$ cat src/rtl/exception_ctrl.sv
// Commit-side exception/interrupt controller: prioritises commit exceptions,
// interrupts, ertn and idle into registered CSR-commit, flush and redirect pulses.
module exception_ctrl #(
  parameter int unsigned FLUSH_CYCLES = 2,
  parameter int unsigned CAUSE_W      = 7
) (
  input  logic               clk,
  input  logic               rst_n,
  input  logic               commit_valid,
  input  logic [31:0]        commit_pc,
  input  logic [31:0]        commit_addr,
  input  logic [14:0]        commit_exc,
  input  logic               commit_ertn,
  input  logic               commit_idle,
  input  logic               crmd_ie,
  input  logic [11:0]        ecfg_lie,
  input  logic [11:0]        estat_is,
  input  logic [31:0]        eentry_va,
  input  logic [31:0]        tlbrentry_va,
  input  logic [31:0]        era_pc,
  output logic               is_exception,
  output logic [CAUSE_W-1:0] exception_cause,
  output logic [5:0]         ecode,
  output logic [8:0]         esubcode,
  output logic [31:0]        exception_pc,
  output logic [31:0]        exception_addr,
  output logic               is_syscall_break,
  output logic               is_ertn,
  output logic               flush,
  output logic               redirect_valid,
  output logic [31:0]        redirect_pc,
  output logic               fetch_stall
);

  localparam int unsigned CNT_W = (FLUSH_CYCLES < 1) ? 1 : $clog2(FLUSH_CYCLES + 1);

  // Cause codes: 1 = INT, 2..16 follow the flag priority order ADEF .. PPI_M.
  localparam logic [CAUSE_W-1:0] CAUSE_INT = CAUSE_W'(1);

  typedef enum logic [1:0] {S_RUN, S_DRAIN, S_IDLE} state_e;

  state_e             state_q, state_d;
  logic [CNT_W-1:0]   cnt_q, cnt_d;
  logic               int_q, int_d;
  logic [31:0]        idle_pc_q, idle_pc_d;

  logic               is_exception_q, is_exception_d;
  logic [CAUSE_W-1:0] cause_q, cause_d;
  logic [5:0]         ecode_q, ecode_d;
  logic [8:0]         esub_q, esub_d;
  logic [31:0]        epc_q, epc_d;
  logic [31:0]        eaddr_q, eaddr_d;
  logic               sysbrk_q, sysbrk_d;
  logic               ertn_q, ertn_d;
  logic               flush_q, flush_d;
  logic [31:0]        rpc_q, rpc_d;
  logic               stall_q, stall_d;

  logic               int_take;
  logic [31:0]        pc_plus4;
  logic               exc_hit;
  logic [3:0]         exc_sel;
  logic [14:0]        exc_code;

  function automatic logic [14:0] code_of(input logic [3:0] b);
    logic [14:0] r; // {esubcode, ecode}
    case (b)
      4'd14:   r = {9'd0, 6'h08};
      4'd13:   r = {9'd0, 6'h3F};
      4'd12:   r = {9'd0, 6'h03};
      4'd11:   r = {9'd0, 6'h07};
      4'd10:   r = {9'd0, 6'h0D};
      4'd9:    r = {9'd0, 6'h0E};
      4'd8:    r = {9'd0, 6'h0B};
      4'd7:    r = {9'd0, 6'h0C};
      4'd6:    r = {9'd0, 6'h09};
      4'd5:    r = {9'd1, 6'h08};
      4'd4:    r = {9'd0, 6'h3F};
      4'd3:    r = {9'd0, 6'h01};
      4'd2:    r = {9'd0, 6'h02};
      4'd1:    r = {9'd0, 6'h04};
      4'd0:    r = {9'd0, 6'h07};
      default: r = '0;
    endcase
    return r;
  endfunction

  assign int_d    = |(ecfg_lie & estat_is);
  assign int_take = int_q & crmd_ie;
  assign pc_plus4 = commit_pc + 32'd4;

  // Higher bit index has higher priority, so the last set bit scanned wins.
  always_comb begin
    exc_hit = 1'b0;
    exc_sel = '0;
    for (int unsigned i = 0; i < 15; i++) begin
      if (commit_exc[i]) begin
        exc_hit = 1'b1;
        exc_sel = 4'(i);
      end
    end
  end

  assign exc_code = code_of(exc_sel);

  always_comb begin
    state_d        = state_q;
    cnt_d          = cnt_q;
    idle_pc_d      = idle_pc_q;
    is_exception_d = 1'b0;
    cause_d        = '0;
    ecode_d        = '0;
    esub_d         = '0;
    epc_d          = '0;
    eaddr_d        = '0;
    sysbrk_d       = 1'b0;
    ertn_d         = 1'b0;
    flush_d        = 1'b0;
    rpc_d          = '0;

    case (state_q)
      S_RUN: begin
        if (commit_valid) begin
          if (int_take) begin
            is_exception_d = 1'b1;
            flush_d        = 1'b1;
            cause_d        = CAUSE_INT;
            epc_d          = commit_idle ? pc_plus4 : commit_pc;
            eaddr_d        = commit_pc;
            rpc_d          = eentry_va;
            state_d        = S_DRAIN;
            cnt_d          = CNT_W'(FLUSH_CYCLES);
          end else if (exc_hit) begin
            is_exception_d = 1'b1;
            flush_d        = 1'b1;
            cause_d        = CAUSE_W'(16 - 32'(exc_sel));
            ecode_d        = exc_code[5:0];
            esub_d         = exc_code[14:6];
            epc_d          = commit_pc;
            eaddr_d        = (exc_sel <= 4'd6) ? commit_addr : commit_pc;
            sysbrk_d       = (exc_sel == 4'd8) || (exc_sel == 4'd7);
            rpc_d          = ((exc_sel == 4'd13) || (exc_sel == 4'd4)) ? tlbrentry_va : eentry_va;
            state_d        = S_DRAIN;
            cnt_d          = CNT_W'(FLUSH_CYCLES);
          end else if (commit_ertn) begin
            ertn_d  = 1'b1;
            flush_d = 1'b1;
            rpc_d   = era_pc;
            state_d = S_DRAIN;
            cnt_d   = CNT_W'(FLUSH_CYCLES);
          end else if (commit_idle) begin
            flush_d = 1'b1;
            rpc_d   = pc_plus4;
            // A masked-but-pending interrupt would wake IDLE at once; skip it.
            if (int_q) begin
              state_d = S_DRAIN;
              cnt_d   = CNT_W'(FLUSH_CYCLES);
            end else begin
              idle_pc_d = pc_plus4;
              state_d   = S_IDLE;
            end
          end
        end
      end
      S_DRAIN: begin
        if (cnt_q <= CNT_W'(1)) begin
          state_d = S_RUN;
          cnt_d   = '0;
        end else begin
          cnt_d = cnt_q - CNT_W'(1);
        end
      end
      S_IDLE: begin
        if (int_q) begin
          flush_d = 1'b1;
          rpc_d   = idle_pc_q;
          if (crmd_ie) begin
            is_exception_d = 1'b1;
            cause_d        = CAUSE_INT;
            epc_d          = idle_pc_q;
            eaddr_d        = idle_pc_q;
            rpc_d          = eentry_va;
          end
          state_d = S_DRAIN;
          cnt_d   = CNT_W'(FLUSH_CYCLES);
        end
      end
      default: state_d = S_RUN;
    endcase
  end

  assign stall_d = (state_d == S_IDLE);

  always_ff @(posedge clk or negedge rst_n) begin
    if (!rst_n) begin
      state_q        <= S_RUN;
      cnt_q          <= '0;
      int_q          <= 1'b0;
      idle_pc_q      <= '0;
      is_exception_q <= 1'b0;
      cause_q        <= '0;
      ecode_q        <= '0;
      esub_q         <= '0;
      epc_q          <= '0;
      eaddr_q        <= '0;
      sysbrk_q       <= 1'b0;
      ertn_q         <= 1'b0;
      flush_q        <= 1'b0;
      rpc_q          <= '0;
      stall_q        <= 1'b0;
    end else begin
      state_q        <= state_d;
      cnt_q          <= cnt_d;
      int_q          <= int_d;
      idle_pc_q      <= idle_pc_d;
      is_exception_q <= is_exception_d;
      cause_q        <= cause_d;
      ecode_q        <= ecode_d;
      esub_q         <= esub_d;
      epc_q          <= epc_d;
      eaddr_q        <= eaddr_d;
      sysbrk_q       <= sysbrk_d;
      ertn_q         <= ertn_d;
      flush_q        <= flush_d;
      rpc_q          <= rpc_d;
      stall_q        <= stall_d;
    end
  end

  assign is_exception     = is_exception_q;
  assign exception_cause  = cause_q;
  assign ecode            = ecode_q;
  assign esubcode         = esub_q;
  assign exception_pc     = epc_q;
  assign exception_addr   = eaddr_q;
  assign is_syscall_break = sysbrk_q;
  assign is_ertn          = ertn_q;
  assign flush            = flush_q;
  assign redirect_valid   = flush_q;
  assign redirect_pc      = rpc_q;
  assign fetch_stall      = stall_q;

endmodule
$ cat config.mk
export PLATFORM = sky130hd
export DESIGN_NAME = exception_ctrl
export DESIGN_NICKNAME = d
export VERILOG_FILES = /design/src/rtl/exception_ctrl.sv
export SDC_FILE = /design/constraint.sdc
export NUM_CORES = 1
export LEC_CHECK = 0
export ABC_AREA = 1
export CAP_MARGIN = 20
export CELL_PAD_IN_SITES_DETAIL_PLACEMENT = 2
export CELL_PAD_IN_SITES_GLOBAL_PLACEMENT = 2
export CORE_AREA = 10 10 203 205
export DETAILED_ROUTE_END_ITERATION = 10
export DIE_AREA = 0 0 213 215
export PLACE_DENSITY = 0.89
export RECOVER_POWER = 100
export SLEW_MARGIN = 20
export SYNTH_ARGS = -nofsm -noshare
export SYNTH_HDL_FRONTEND = slang
export SYNTH_SLANG_ARGS = --single-unit
$ cat constraint.sdc
create_clock -name clk -period 4.1 [get_ports clk]
set_clock_uncertainty 0.2 [all_clocks]
set_input_delay 0.82 -clock clk [delete_from_list [all_inputs] [get_ports clk]]
set_output_delay 0.82 -clock clk [all_outputs]
set_load 0.03 [all_outputs]
==> Word level (Yosys, flattened, before mapping) <==
Memory sizes are Yosys's and may differ from the RTL's.
Index checks and enable logic that the tools add are counted.
{ "classes": {"n_addsub": 3, "multipliers": 0, "n_div": 0, "magnitude_cmp": 2, "eq_ne": 9, "n_shift": 0, "mux": 103, "bitwise": 6, "n_reduce_logical": 7} }
{ "ops": {"columns": ["cell", "count"], "rows": [
  ["two-way mux 32 bit", 18],
  ["case mux 32 bit (2 select lines)", 3],
  ["two-way mux 4 bit", 13],
  ["two-way mux 1 bit", 38],
  ["two-way mux 9 bit", 4],
  ["adder 32 x 3 -> 32 bit, second input constant", 1],
  ["two-way mux 2 bit", 15],
  ["two-way mux 6 bit", 4],
  ["two-way mux 7 bit", 3],
  ["case mux 7 bit (2 select lines)", 1],
  ["AND 12 bit", 1],
  ["case mux 2 bit (3 select lines)", 2],
  ["OR reduction 12 bit", 1],
  ["== test 4 x 3 -> 1 bit, second input constant", 2],
  ["== test 4 bit, second input constant", 2],
  ["AND reduction 7 bit", 1],
  ["subtractor 5 x 4 -> 6 bit, first input constant", 1],
  ["inequality test 5 bit, second input constant", 1],
  ["== test 2 bit, second input constant", 2],
  ["less-or-equal comparator 4 x 3 -> 1 bit, second input constant", 1],
  ["inverter 1 bit", 4],
  ["case mux 1 bit (2 select lines)", 2],
  ["AND reduction 3 bit", 1],
  ["nonzero test 3 bit", 1],
  ["7 further kinds", 8]
]} }
{ "word_totals": {"regBits": 160, "latchBits": 0, "ramBits": 0, "rom_bits": 112, "input_bits": 205, "output_inout_bits": 124, "word_cells": 146, "memories": 1} }
{ "mem_list": {"columns": ["name", "depth", "word_bits", "rd", "rd_ports_with_merged_regs", "wr", "line", "rtl"], "rows": [
  ["(name not given)", 16, 7, 1, 0, 0, "67", "case (b)"]
]} }

==> Longest topological paths before layout <==
Gate-level depths: netlist of run 1.
{ "depth": {"depth_word": 21, "depth_mapped": 25, "ltp_nobuf": 25} }

==> Worst setup path after synthesis of run 1 <==
OpenSTA, ideal clock, no wires.
{ "synth_path": {"kind": "in2reg", "from": "input commit_exc[2]", "to": "register eaddr_q[13], in the netlist exception_addr[13]", "setup_time_ps": 124, "arrival_ps": 2603, "required_time_ps": 3776, "slack_ps": 1173, "stages": 21, "n_path_buf": 1, "cell_sequence": "inv_1 > nand2_1 > nand2_1 > nand2_1 > nand2_1 > nand2_1 > nand2_1 > nand2_1 > nand2_1 > nand2_1 > nand2_1 > nand2_1 > nand2_1 > nand2_1 > ha_1 > nand3b_2 > nand3_1 > clkbuf_1 > nand2_1 > o211ai_1 > nand2_1"} }
{ "synth_via": {"elab_chain_cells": 19, "word_cells_on_any_way": 32, "classes_between": "1 x order compare; 31 x mux"} }
{ "synth_rtl": {"columns": ["item", "line", "rtl"], "rows": [
  ["start: declaration", "12", "input logic [14:0] commit_exc,"],
  ["two-way mux 4 bit (13 in a row)", "97", "if (commit_exc[i]) begin"],
  ["less-or-equal comparator 4 x 3 -> 1 bit", "140", "eaddr_d = (exc_sel <= 4'd6) ? commit_addr : commit_pc;"],
  ["two-way mux 32 bit", "140", null],
  ["two-way mux 32 bit (*)", "133", "end else if (exc_hit) begin"],
  ["two-way mux 32 bit (*)", "124", "if (int_take) begin"],
  ["two-way mux 32 bit (*)", "123", "if (commit_valid) begin"],
  ["case mux 32 bit (2 select lines) (*)", "121", "case (state_q)"],
  ["via eaddr_d[13]", "52", "logic [31:0] eaddr_q, eaddr_d;"],
  ["end signal: assignment", "221", "eaddr_q <= eaddr_d;"],
  ["end: declaration", "52", null]
]} }
Mark *: on every way through the listed nets, which the timed path passes. The rest lies on a longest branch.
A chain may end at the register's enable or synchronous reset.

==> Worst setup path in the final report of run 1 <==
{ "layout_path": {"from": "input commit_exc[14]", "to": "register epc_q[15], in the netlist exception_pc[15]"} }
{ "layout_via": {"elab_chain_cells": 5} }
{ "layout_rtl": {"columns": ["item", "line", "rtl"], "rows": [
  ["two-way mux 1 bit", "97", null],
  ["two-way mux 32 bit", "133", null],
  ["two-way mux 32 bit", "124", null],
  ["two-way mux 32 bit", "123", null],
  ["case mux 32 bit (2 select lines)", "121", null],
  ["via epc_d[15]", "51", "logic [31:0] epc_q, epc_d;"],
  ["end signal: assignment", "220", "epc_q <= epc_d;"],
  ["end: declaration", "51", null]
]} }
The timed path passes the listed nets, and every way through them passes these cells.

==> insert_results.sql, run 1 <==
INSERT INTO impl_metrics (metric_group, metric, value, unit) VALUES
('outcome', 'run_status', 'finished with violations', ''),
('outcome', 'failed_checks', 'capacitance limit, slew limit', ''),
('timing', 'maxSlewViolCount', '79', ''),
('floorplanning', 'boundaryPins', '329', ''),
('synth', 'synth_largest_type_area_fraction', '39.1', '%'),
('routing', 'finalWirelength', '53.7', 'mm'),
('placement', 'post-dp-hpwl', '42.1', 'mm'),
('timing', 'slew_headroom', '-54.6', '%'),
('timing', 'fmaxAchievable', '270', 'MHz'),
('routing', 'wire_per_inst', '24.7', 'um'),
('setup_path', 'critical-path-max-stage-delay', '540', 'ps'),
('clock_tree', 'htree_num_levels', '4', ''),
('power', 'p_leak', '6.95', 'nW'),
('placement', 'detailed_place.area', '13200', 'um2'),
('routing', 'post_drt_via_cell_ratio', '5.14', ''),
('grt', 'grt_overflow', '0', ''),
('final_layout', 'num-fill-cells', '4298', ''),
('timing', 'hold_viol', '0', ''),
('timing', 'grt_setup_unrepaired', 'false', ''),
('clock_tree', 'cts.path.max_buffers', '2', ''),
('clock_tree', 'cts_sinks', '149', ''),
('setup_path', 'critical_path_fanout_max', '40', ''),
('final_layout', 'design_area', '13800', 'um2'),
('synth', 'synth_seq_area_share', '39.1', '%'),
('clock_tree', 'root_buffer', 'clkbuf_16', ''),
('setup_path', 'regToRegSetupSlack', '1300', 'ps'),
('setup_path', 'cell_depth_of_the_worst_flop_to_flop_path', '8', ''),
('synth', 'synth_top_family_by_area', 'simple AND/OR/NAND/NOR gates', ''),
('synth', 'avgSynthCellArea', '6.87', 'um2'),
('synth', 'yosysTopAreaCell', 'dfrtp_1', ''),
('floorplanning', 'rows', '71', ''),
('synth', 'muxShareOfSynthArea', '0.105', '%'),
('synth', 'yosys-top-cells-area', 'dfrtp_1 (39%), nand2_1 (17%), o21ai_0 (6.8%), a21oi_1 (6.5%), inv_1 (5.5%)', ''),
('clock_tree', 'cts_repair_resize_count', '0', ''),
('floorplanning', 'die_h', '215', 'um'),
('grt', 'initial_antenna_violation_count', '12', ''),
('synth', 'synth_xor_area_share', '0.643', '%'),
('power', 'fin_total_pwr', '5.24', 'mW'),
('grt', 'global_route_wire_length_before_repair', '80.1', 'mm'),
('floorplanning', 'floorplan.die.width', '213', 'um'),
('timing', 'setup_viol', '0', ''),
('setup_path', 'critPathMostFrequentCell', 'nand2_1', ''),
('floorplanning', 'floorplan.core_area', '37200', 'um2'),
('job', 'max-cap-violations', '1', ''),
('routing', 'initialDrtViolationCount', '823', ''),
('final_layout', 'area_growth', '44.8', '%'),
('final_layout', 'nets', '1902', ''),
('final_layout', 'post_route_cells_drive_above_1_share', '4.89', '%'),
('timing', 'tcrit_tclk_final', '90.3', '%'),
('timing', 'setup_total_negative_slack', '0', 'ps'),
('setup_path', 'worst_path_dominant_cell_family', 'simple AND/OR/NAND/NOR gates', ''),
('synth', 'synth.yosys.warnings', '0', ''),
('min_path', 'worstHoldPathType', 'flop to flop', ''),
('synth', 'syn_area', '9530', 'um2'),
('setup_path', 'crit_path_top_delay_cell', 'inv_2', ''),
('min_path', 'hold_end', 'idle_pc_q[11]', ''),
('clock_tree', 'clock_tree_from_tritoncts', 'done', ''),
('synth', 'synth_cell_types', '41', ''),
('setup_path', 'critical_path.reg2reg.endpoint', 'exception_pc[15]', ''),
('power', 'vdd_drop_max', '0.312', 'mV'),
('clock_tree', 'cts-hold-fix-buffers', '0', ''),
('grt', 'grt_use_total', '23.1', '%'),
('setup_path', 'startpoint_of_the_worst_register_to_register_path', 'int_q', ''),
('setup_path', 'worst_ep_required_time', '4240', 'ps'),
('synth', 'syn-instance-count', '1388', ''),
('floorplanning', 'die_outline_area', '45800', 'um2'),
('clock_tree', 'insertion_delay', '440', 'ps'),
('synth', 'synth_area_in_compound_gates', '20.4', '%'),
('placement', 'place_congestion', '0.894', ''),
('setup_path', 'critical_path.startpoint_type', 'input port', ''),
('routing', 'route.antenna.remaining_nets', '0', '');
==> metrics by stage <==
stage,std cells,utilization (%),hold WS (ps),setup WS [ps]
floorplan,1397,-,259,1170
global placement,2138,35.5,302,276
detailed placement,2138,35.5,309,83.2
CTS,2170,37.1,274,542
global route,2175,37.1,364,127
finish,2177,37.1,324,397
==> metal layers <==
layer	wire length, um	GRT usage (%)	vias up
li1	-	-	5133
met1	23300	29.0	5653
met2	26000	38.6	339
met3	3310	5.52	58
met4	975	6.21	12
met5	60	0	-
==> logic make-up after synthesis <==
logic type      count (synthesis)
compound gates                352
xor+xnor                        7
fa+ha+maj                      14
buf+inv                       232
flops                         149
mux                             1
other cells                     1
simple gates                  632
==> power by group <==
group / internal [mW] / total, mW / leakage [nW] / switching [mW]
Clock: 0.981 / 1.70 / 0.299 / 0.721
Combinational: 0.634 / 1.80 / 4.64 / 1.17
Sequential: 1.66 / 1.74 / 2.01 / 0.0828
Total: 3.27 / 5.24 / 6.95 / 1.97
==> registers in the layout (all words and copies together) (netlist names) <==
name	flops
fetch_stall	1
is_exception	1
exception_cause	5
flush	1
redirect_pc	32
is_syscall_break	1
esubcode	1
int_q	1
is_ertn	1
exception_addr	32
exception_pc	32
state_q	2
cnt_q	2
idle_pc_q	32
ecode	5
==> synth_stat cells, drive strengths merged <==
| cell type | number |
|---|---|
| nand3 | 95 |
| inv | 146 |
| a22o | 3 |
| clkbuf | 42 |
| mux2i | 1 |
| nor2 | 77 |
| nand2 | 429 |
| nor4 | 2 |
| o21ai | 161 |
| xor2 | 7 |
| or2 | 1 |
| ha | 14 |
| a31oi | 4 |
| o211ai | 49 |
| buf | 42 |
| conb | 1 |
| nor3 | 17 |
| a21oi | 124 |
| o31ai | 1 |
| a2bb2oi | 1 |
| nor3b | 1 |
| clkinv | 2 |
| o2111ai | 4 |
| dfrtp | 149 |
| a21boi | 1 |
| nand4 | 9 |
| nand3b | 1 |
| a221oi | 4 |
==> worst reg2reg max path: stages (launching register included) <==
cell     delay, ps
dfrtp_1        610
nand2_1        160
inv_2          390
nor2_4         110
inv_1           70
nand2_1         80
inv_2          540
o21ai_0        280
o21ai_0        250
==> final cells by class <==
cell class	count	area, um2	area share, %
diodes	7	17.5	0.127
clock buffers	18	439	3.18
clock inverters	14	171	1.24
inverters	148	556	4.03
multi-input cells	1016	4850	35.1
flip-flops and latches	149	3730	27.0
well taps	474	593	4.30
repair buffers	351	3450	25.0
==> how the worst max path moves through the flow <==
stage / slack, ps / to / startpoint
after floorplan: 1170 / exception_addr[13] / commit_exc[2]
after global placement: 280 / redirect_pc[8] / commit_exc[2]
after detailed placement: 80 / redirect_pc[8] / commit_exc[2]
after CTS: 540 / redirect_pc[8] / commit_exc[2]
after global routing: 130 / exception_pc[15] / commit_exc[14]
final: 400 / exception_pc[15] / commit_exc[14]
Note: power is estimated with default switching activity, not from simulation.
==> inputs of run 2 (changes only) <==
Settings changed: CORE_AREA 10 10 203 205 to 2 2 195 197, DIE_AREA 0 0 213 215 to 0 0 197 199.
==> run 2 against run 1 <==
Net effect: the flow still finishes with violations (capacitance limit, slew limit); sequential power is essentially flat; setup slack lost 110 ps; maximum frequency shrank 2.9%; design area shrank 0.63%; combinational power is essentially flat; routed wire length shrank 5.3%; clock power shrank 11%; flip-flop and latch count is the same; global-route usage grew 2.8 points; utilization shrank 0.14 points; critical endpoint is now exception_cause[0].
==> insert_results.sql, run 2 (synthesized netlist as in run 1, its figures left out) <==
INSERT INTO impl_metrics (metric_group, metric, value, unit) VALUES
('setup_path', 'critical_path.startpoint_type', 'input port', ''),
('floorplanning', 'rows', '71', ''),
('timing', 'final_period_minus_worst_setup_slack', '3810', 'ps'),
('placement', 'detailed_place.area', '13200', 'um2'),
('timing', 'tcrit_tclk_final', '93.0', '%'),
('final_layout', 'design_area', '13700', 'um2'),
('power', 'p_leak', '6.91', 'nW'),
('timing', 'hold_viol', '0', ''),
('outcome', 'run_status', 'finished with violations', ''),
('clock_tree', 'post_cts_setup_buffer_count', '0', ''),
('placement', 'port_bufs', '318', ''),
('setup_path', 'worst_ep_arrival_time', '3920', 'ps'),
('final_layout', 'final_cell_mix', 'nand2_1 (427), clkdlybuf4s50_1 (200), o21ai_0 (156), dfrtp_1 (149), inv_1 (142)', ''),
('grt', 'grt_max_degree', '82', ''),
('clock_tree', 'cts-hold-fix-buffers', '0', ''),
('power', 'power.share.sequential', '34.4', '%'),
('setup_path', 'critical_path_fanout_max', '11', ''),
('routing', 'initialDrtViolationCount', '617', ''),
('setup_path', 'series_of_cell_instances_along_the_critical_path', 'clkdlybuf4s50_1, nor2_1, nand2_1, or2_0, nor2_1, nand2_1, nor2_4, inv_1, nand2_1, clkbuf_2, nand2_1, a21boi_0', ''),
('floorplanning', 'boundaryPins', '329', ''),
('min_path', 'worstHoldPathType', 'flop to flop', ''),
('setup_path', 'worstSetupEndpointType', 'flop', ''),
('grt', 'initial_antenna_violation_count', '11', ''),
('routing', 'post_drt_via_cell_ratio', '5.17', ''),
('final_layout', 'area_growth', '43.9', '%'),
('timing', 'setup_viol', '0', ''),
('grt', 'grt_overflow', '0', ''),
('min_path', 'hold_start', 'idle_pc_q[3]', ''),
('final_layout', 'layout.cells.most_common', 'nand2_1', ''),
('placement', 'post-dp-hpwl', '39.3', 'mm'),
('power', 'vdd_drop_max', '0.234', 'mV'),
('timing', 'worst_slew_pin_slew', '2260', 'ps'),
('power', 'power.switching_fraction', '38.8', '%'),
('floorplanning', 'floorplan.core_area', '37100', 'um2'),
('grt', 'grt_use_total', '25.9', '%'),
('setup_path', 'timing.critical_path.buf_inv', '3', ''),
('routing', 'wire_per_inst', '23.3', 'um'),
('timing', 'maxSlewViolCount', '82', ''),
('clock_tree', 'htree_num_levels', '4', ''),
('outcome', 'failed_checks', 'capacitance limit, slew limit', ''),
('final_layout', 'nets', '1903', ''),
('setup_path', 'timing.setup.critical_path_class', 'input port to flop', ''),
('clock_tree', 'root_buffer', 'clkbuf_16', ''),
('routing', 'dr.pass1.iters', '5', ''),
('routing', 'routed-via-count', '11300', ''),
('grt', 'global_route_wire_length_before_repair', '76.3', 'mm'),
('setup_path', 'critical-path-max-stage-delay', '440', 'ps'),
('setup_path', 'worst_path_dominant_cell_family', 'simple AND/OR/NAND/NOR gates', ''),
('timing', 'fmaxAchievable', '262', 'MHz'),
('clock_tree', 'cts.path.max_buffers', '2', ''),
('grt', 'first_global_vias', '12400', ''),
('timing', 'setup_total_negative_slack', '0', 'ps'),
('clock_tree', 'cts_made_buffers', '17', ''),
('job', 'max-cap-violations', '1', ''),
('power', 'combinational_cell_fraction_of_total_power', '35.4', '%'),
('clock_tree', 'cts_repair_resize_count', '0', ''),
('clock_tree', 'cts_sinks', '149', ''),
('routing', 'finalWirelength', '50.8', 'mm'),
('power', 'power.switching', '1.95', 'mW'),
('placement', 'place_congestion', '0.906', ''),
('clock_tree', 'cts.clk_slew.worst_paths', '70', 'ps'),
('power', 'power-per-cell-area', '367', 'nW/um2'),
('power', 'internal_power', '3.08', 'mW'),
('setup_path', 'worstSetupStartpoint', 'commit_exc[13]', ''),
('setup_path', 'crit_path_top_delay_cell', 'clkdlybuf4s50_1', ''),
('setup_path', 'critPathMostFrequentCell', 'nand2_1', ''),
('clock_tree', 'clock_tree_from_tritoncts', 'done', ''),
('setup_path', 'startpoint_of_the_worst_register_to_register_path', 'state_q[1]', ''),
('timing', 'slew_headroom', '-50.5', '%'),
('timing', 'grt_setup_unrepaired', 'false', ''),
('final_layout', 'post_route_cells_drive_above_1_share', '5.01', '%'),
('floorplanning', 'die_outline_area', '39200', 'um2'),
('setup_path', 'worst_ep_required_time', '4210', 'ps'),
('routing', 'drc', '0', ''),
('power', 'p_clk_share', '30.2', '%'),
('floorplanning', 'floorplan.die.width', '197', 'um'),
('routing', 'route.antenna.remaining_nets', '0', ''),
('clock_tree', 'insertion_delay', '440', 'ps'),
('floorplanning', 'die_h', '199', 'um'),
('floorplanning', 'start_util', '25.7', '%');
run 2: cell types whose count changed in the layout (fill, tap and decap cells not counted), sizes merged, moves of 2 or more:
cell      previous run  this run
clkbuf              22        24
bufinv               3         0
inv                150       148
clkinvlp             2         5
clkinv               7         9
run 2: layer usage:
metal / GRT usage (%) / wire, um / vias up
met3: 4.97 / 2630 / 86
met4: 8.74 / 1310 / 10
met5: 0 / 68 / -
met1: 33.4 / 22600 / 5673
li1: - / - / 5133
met2: 43.4 / 24200 / 358
run 2: worst register-to-register path, cell delays in order, from the launching register on:
cell	delay, ps
dfrtp_1	420
inv_1	100
ha_1	240
nand2_2	90
buf_4	470
nor2_1	110
inv_1	140
nor4_4	60
inv_2	690
nand2_1	170
o21ai_0	160
run 2: final cells by class:
cell class	instances	area (um2)
fill	4367	23400
inverter	148	556
multi-input combinational	1016	4850
tap	474	593
timing repair buffer	352	3430
sequential	149	3730
antenna	7	17.5
clock inverter	14	105
clock buffer	18	439
run 2: worst paths after layout:
| path | end | slack, ps | cells past startpoint |
|---|---|---|---|
| setup / recovery | exception_cause[0] | 290 | 12 |
| hold / removal | idle_pc_q[3] | 330 | 2 |
| setup reg to reg | idle_pc_q[12] | 1130 | 10 |
| hold reg to reg | idle_pc_q[3] | 330 | 2 |
| max in group asynchronous | exception_addr[26] | 680 | 2 |
| min in group asynchronous | ecode[0] | 790 | 1 |
run 2: power by group through the flow:
stage	sequential (mW)	combinational (mW)	clock (mW)
after global routing	1.75	1.91	1.60
after CTS	1.74	1.86	1.55
after global placement	1.76	1.80	0
after detailed placement	1.77	1.85	0
final	1.73	1.78	1.52
after floorplan	2.10	0.588	0
run 2: per-stage QoR:
stage	hold slack [ps]	instances	util [%]	power [mW]	worst slack (ps)
after floorplan	259	1397	-	2.69	1170
after global placement	292	2139	35.6	3.56	343
after detailed placement	308	2139	35.6	3.61	97.6
after CTS	271	2171	37.0	5.16	515
after global routing	367	2177	36.9	5.26	111
final	326	2178	36.9	5.03	288
==> inputs of run 3 (changes only) <==
Settings changed: CELL_PAD_IN_SITES_DETAIL_PLACEMENT 2 to 0, CELL_PAD_IN_SITES_GLOBAL_PLACEMENT 2 to 1, CORE_AREA 2 2 195 197 to 2 2 171 173, DIE_AREA 0 0 197 199 to 0 0 173 175.
==> run 3 against run 2 <==
Net effect: the run still ends with capacitance limit, slew limit left; utilization grew 11 points; combinational power decreased by 5%; critical path depth rose by 1; sequential share of layout area increased by 0.20 points; die area shrank 23%; power up 1.4%; setup slack improved by 130 ps.
==> insert_results.sql, run 3 (synthesized netlist as in run 1, its figures left out) <==
INSERT INTO impl_metrics (metric_group, metric, value, unit) VALUES
('outcome', 'run_status', 'finished with violations', ''),
('outcome', 'failed_checks', 'capacitance limit, slew limit', ''),
('power', 'p_leak', '6.91', 'nW'),
('routing', 'wire_per_inst', '19.6', 'um'),
('final_layout', 'post_layout_nonfiller_instances', '2079', ''),
('clock_tree', 'insertion_delay', '430', 'ps'),
('grt', 'first_global_vias', '10200', ''),
('timing', 'slew_headroom', '-57.7', '%'),
('setup_path', 'critical_path_fanout_max', '13', ''),
('timing', 'tcrit_tclk_final', '89.8', '%'),
('final_layout', 'post_route_cells_drive_above_1_share', '4.26', '%'),
('timing', 'final_period_minus_worst_setup_slack', '3680', 'ps'),
('clock_tree', 'cts_repair_resize_count', '0', ''),
('timing', 'worst_slew_pin_slew', '2370', 'ps'),
('grt', 'global_route_wire_length_before_repair', '61.0', 'mm'),
('clock_tree', 'cts.clk_slew.worst_paths', '70', 'ps'),
('routing', 'routed-via-count', '10700', ''),
('routing', 'initialDrtViolationCount', '972', ''),
('setup_path', 'series_of_cell_instances_along_the_critical_path', 'dlygate4sd3_1, nor2_1, nand2_1, or2_0, nor2_1, nand2_1, inv_1, nand2_1, inv_1, nand2_1, nand3_1, o21ai_0, nand2_1', ''),
('routing', 'drc', '0', ''),
('setup_path', 'regToRegSetupSlack', '1400', 'ps'),
('setup_path', 'worst_ep_required_time', '4270', 'ps'),
('final_layout', 'final_cell_mix', 'nand2_1 (428), clkdlybuf4s50_1 (199), o21ai_0 (158), dfrtp_1 (149), inv_1 (142)', ''),
('timing', 'fmaxAchievable', '272', 'MHz'),
('routing', 'post_drt_via_cell_ratio', '5.15', ''),
('timing', 'timing.final.ws_setup', '418', 'ps'),
('timing', 'worst_hold_slack', '320', 'ps'),
('clock_tree', 'root_buffer', 'clkbuf_16', ''),
('floorplanning', 'start_util', '33.6', '%'),
('setup_path', 'timing.setup.critical_path_class', 'input port to flop', ''),
('timing', 'maxSlewViolCount', '90', ''),
('final_layout', 'design_area', '13600', 'um2'),
('placement', 'detailed_place.area', '13100', 'um2'),
('timing', 'setup_viol', '0', ''),
('clock_tree', 'htree_num_levels', '4', ''),
('clock_tree', 'post_cts_setup_buffer_count', '0', ''),
('setup_path', 'crit_path_top_delay_cell', 'dlygate4sd3_1', ''),
('timing', 'grt_setup_unrepaired', 'false', ''),
('floorplanning', 'die_outline_area', '30300', 'um2'),
('routing', 'route.antenna.remaining_nets', '0', ''),
('grt', 'grt_max_degree', '90', ''),
('job', 'max-cap-violations', '1', ''),
('power', 'power-per-cell-area', '375', 'nW/um2'),
('setup_path', 'worst_ep_arrival_time', '3860', 'ps'),
('power', 'vdd_drop_max', '0.282', 'mV'),
('routing', 'dr.pass1.iters', '5', ''),
('routing', 'finalWirelength', '40.7', 'mm'),
('clock_tree', 'cts-hold-fix-buffers', '0', ''),
('floorplanning', 'floorplan.die.width', '173', 'um'),
('placement', 'post-dp-hpwl', '30.6', 'mm'),
('placement', 'setup_ws_pre_cts', '305', 'ps'),
('clock_tree', 'cts_sinks', '149', ''),
('final_layout', 'nets', '1899', ''),
('placement', 'place_congestion', '0.917', ''),
('placement', 'port_bufs', '318', ''),
('setup_path', 'critical_path.startpoint_type', 'input port', ''),
('timing', 'hold_viol', '0', ''),
('floorplanning', 'boundaryPins', '329', ''),
('clock_tree', 'clock_tree_from_tritoncts', 'done', ''),
('min_path', 'worstHoldPathType', 'flop to flop', ''),
('timing', 'setup_total_negative_slack', '0', 'ps'),
('floorplanning', 'die_h', '175', 'um'),
('placement', 'numPlacedInstances', '2045', ''),
('final_layout', 'layout.cells.most_common', 'nand2_1', ''),
('setup_path', 'critPathMostFrequentCell', 'nand2_1', ''),
('final_layout', 'area_growth', '42.8', '%'),
('clock_tree', 'cts_made_buffers', '17', ''),
('floorplanning', 'rows', '62', ''),
('grt', 'grt_overflow', '0', ''),
('grt', 'initial_antenna_violation_count', '4', ''),
('grt', 'grt_use_total', '26.3', '%'),
('floorplanning', 'floorplan.core_area', '28400', 'um2'),
('power', 'fin_total_pwr', '5.10', 'mW'),
('setup_path', 'worstSetupEndpointType', 'flop', ''),
('clock_tree', 'cts.path.max_buffers', '2', ''),
('setup_path', 'critical-path-max-stage-delay', '560', 'ps'),
('final_layout', 'utilization_after_layout', '47.9', '%');
-- run 3: layout make-up --
cell class                 count  area [um2]
clock inverter                12         178
tap                          384         480
sequential                   149        3730
multi-input combinational   1016        4840
inverter                     148         556
clock buffer                  19         433
fill                        2916       14800
timing repair buffer         348        3390
antenna                        3        7.51
-- run 3: worst paths after layout --
kind | startpoint | to | cells past startpoint
max | commit_exc[13] | redirect_pc[0] | 13
min | idle_pc_q[31] | idle_pc_q[31] | 2
max reg2reg | state_q[1] | exception_pc[15] | 8
min reg2reg | idle_pc_q[31] | idle_pc_q[31] | 2
max in group asynchronous | rst_n | exception_pc[27] | 2
min in group asynchronous | rst_n | exception_cause[2] | 1
-- run 3: power by group --
group          switching (mW)  leakage (nW)  internal, mW
Clock                   0.661         0.286          1.02
Sequential             0.0742          2.01          1.66
Combinational            1.07          4.61         0.623
Total                    1.81          6.91          3.30
-- run 3: critical path, delay by kind of cell --
kind / cells / cell delay [ps]
and+or+nand+nor: 9 / 1620
buffers and inverters: 3 / 1290
AOI/OAI and AO/OA: 1 / 100
-- run 3: layer usage --
metal	share of wire (%)	wire length, um	vias up	global-route usage (%)
met3	8.6	3500	63	6.11
met2	46	18800	518	42.5
met4	2.2	884	0	8.02
met1	43	17400	5001	35.2
li1	-	-	5115	-
met5	0	0	-	0
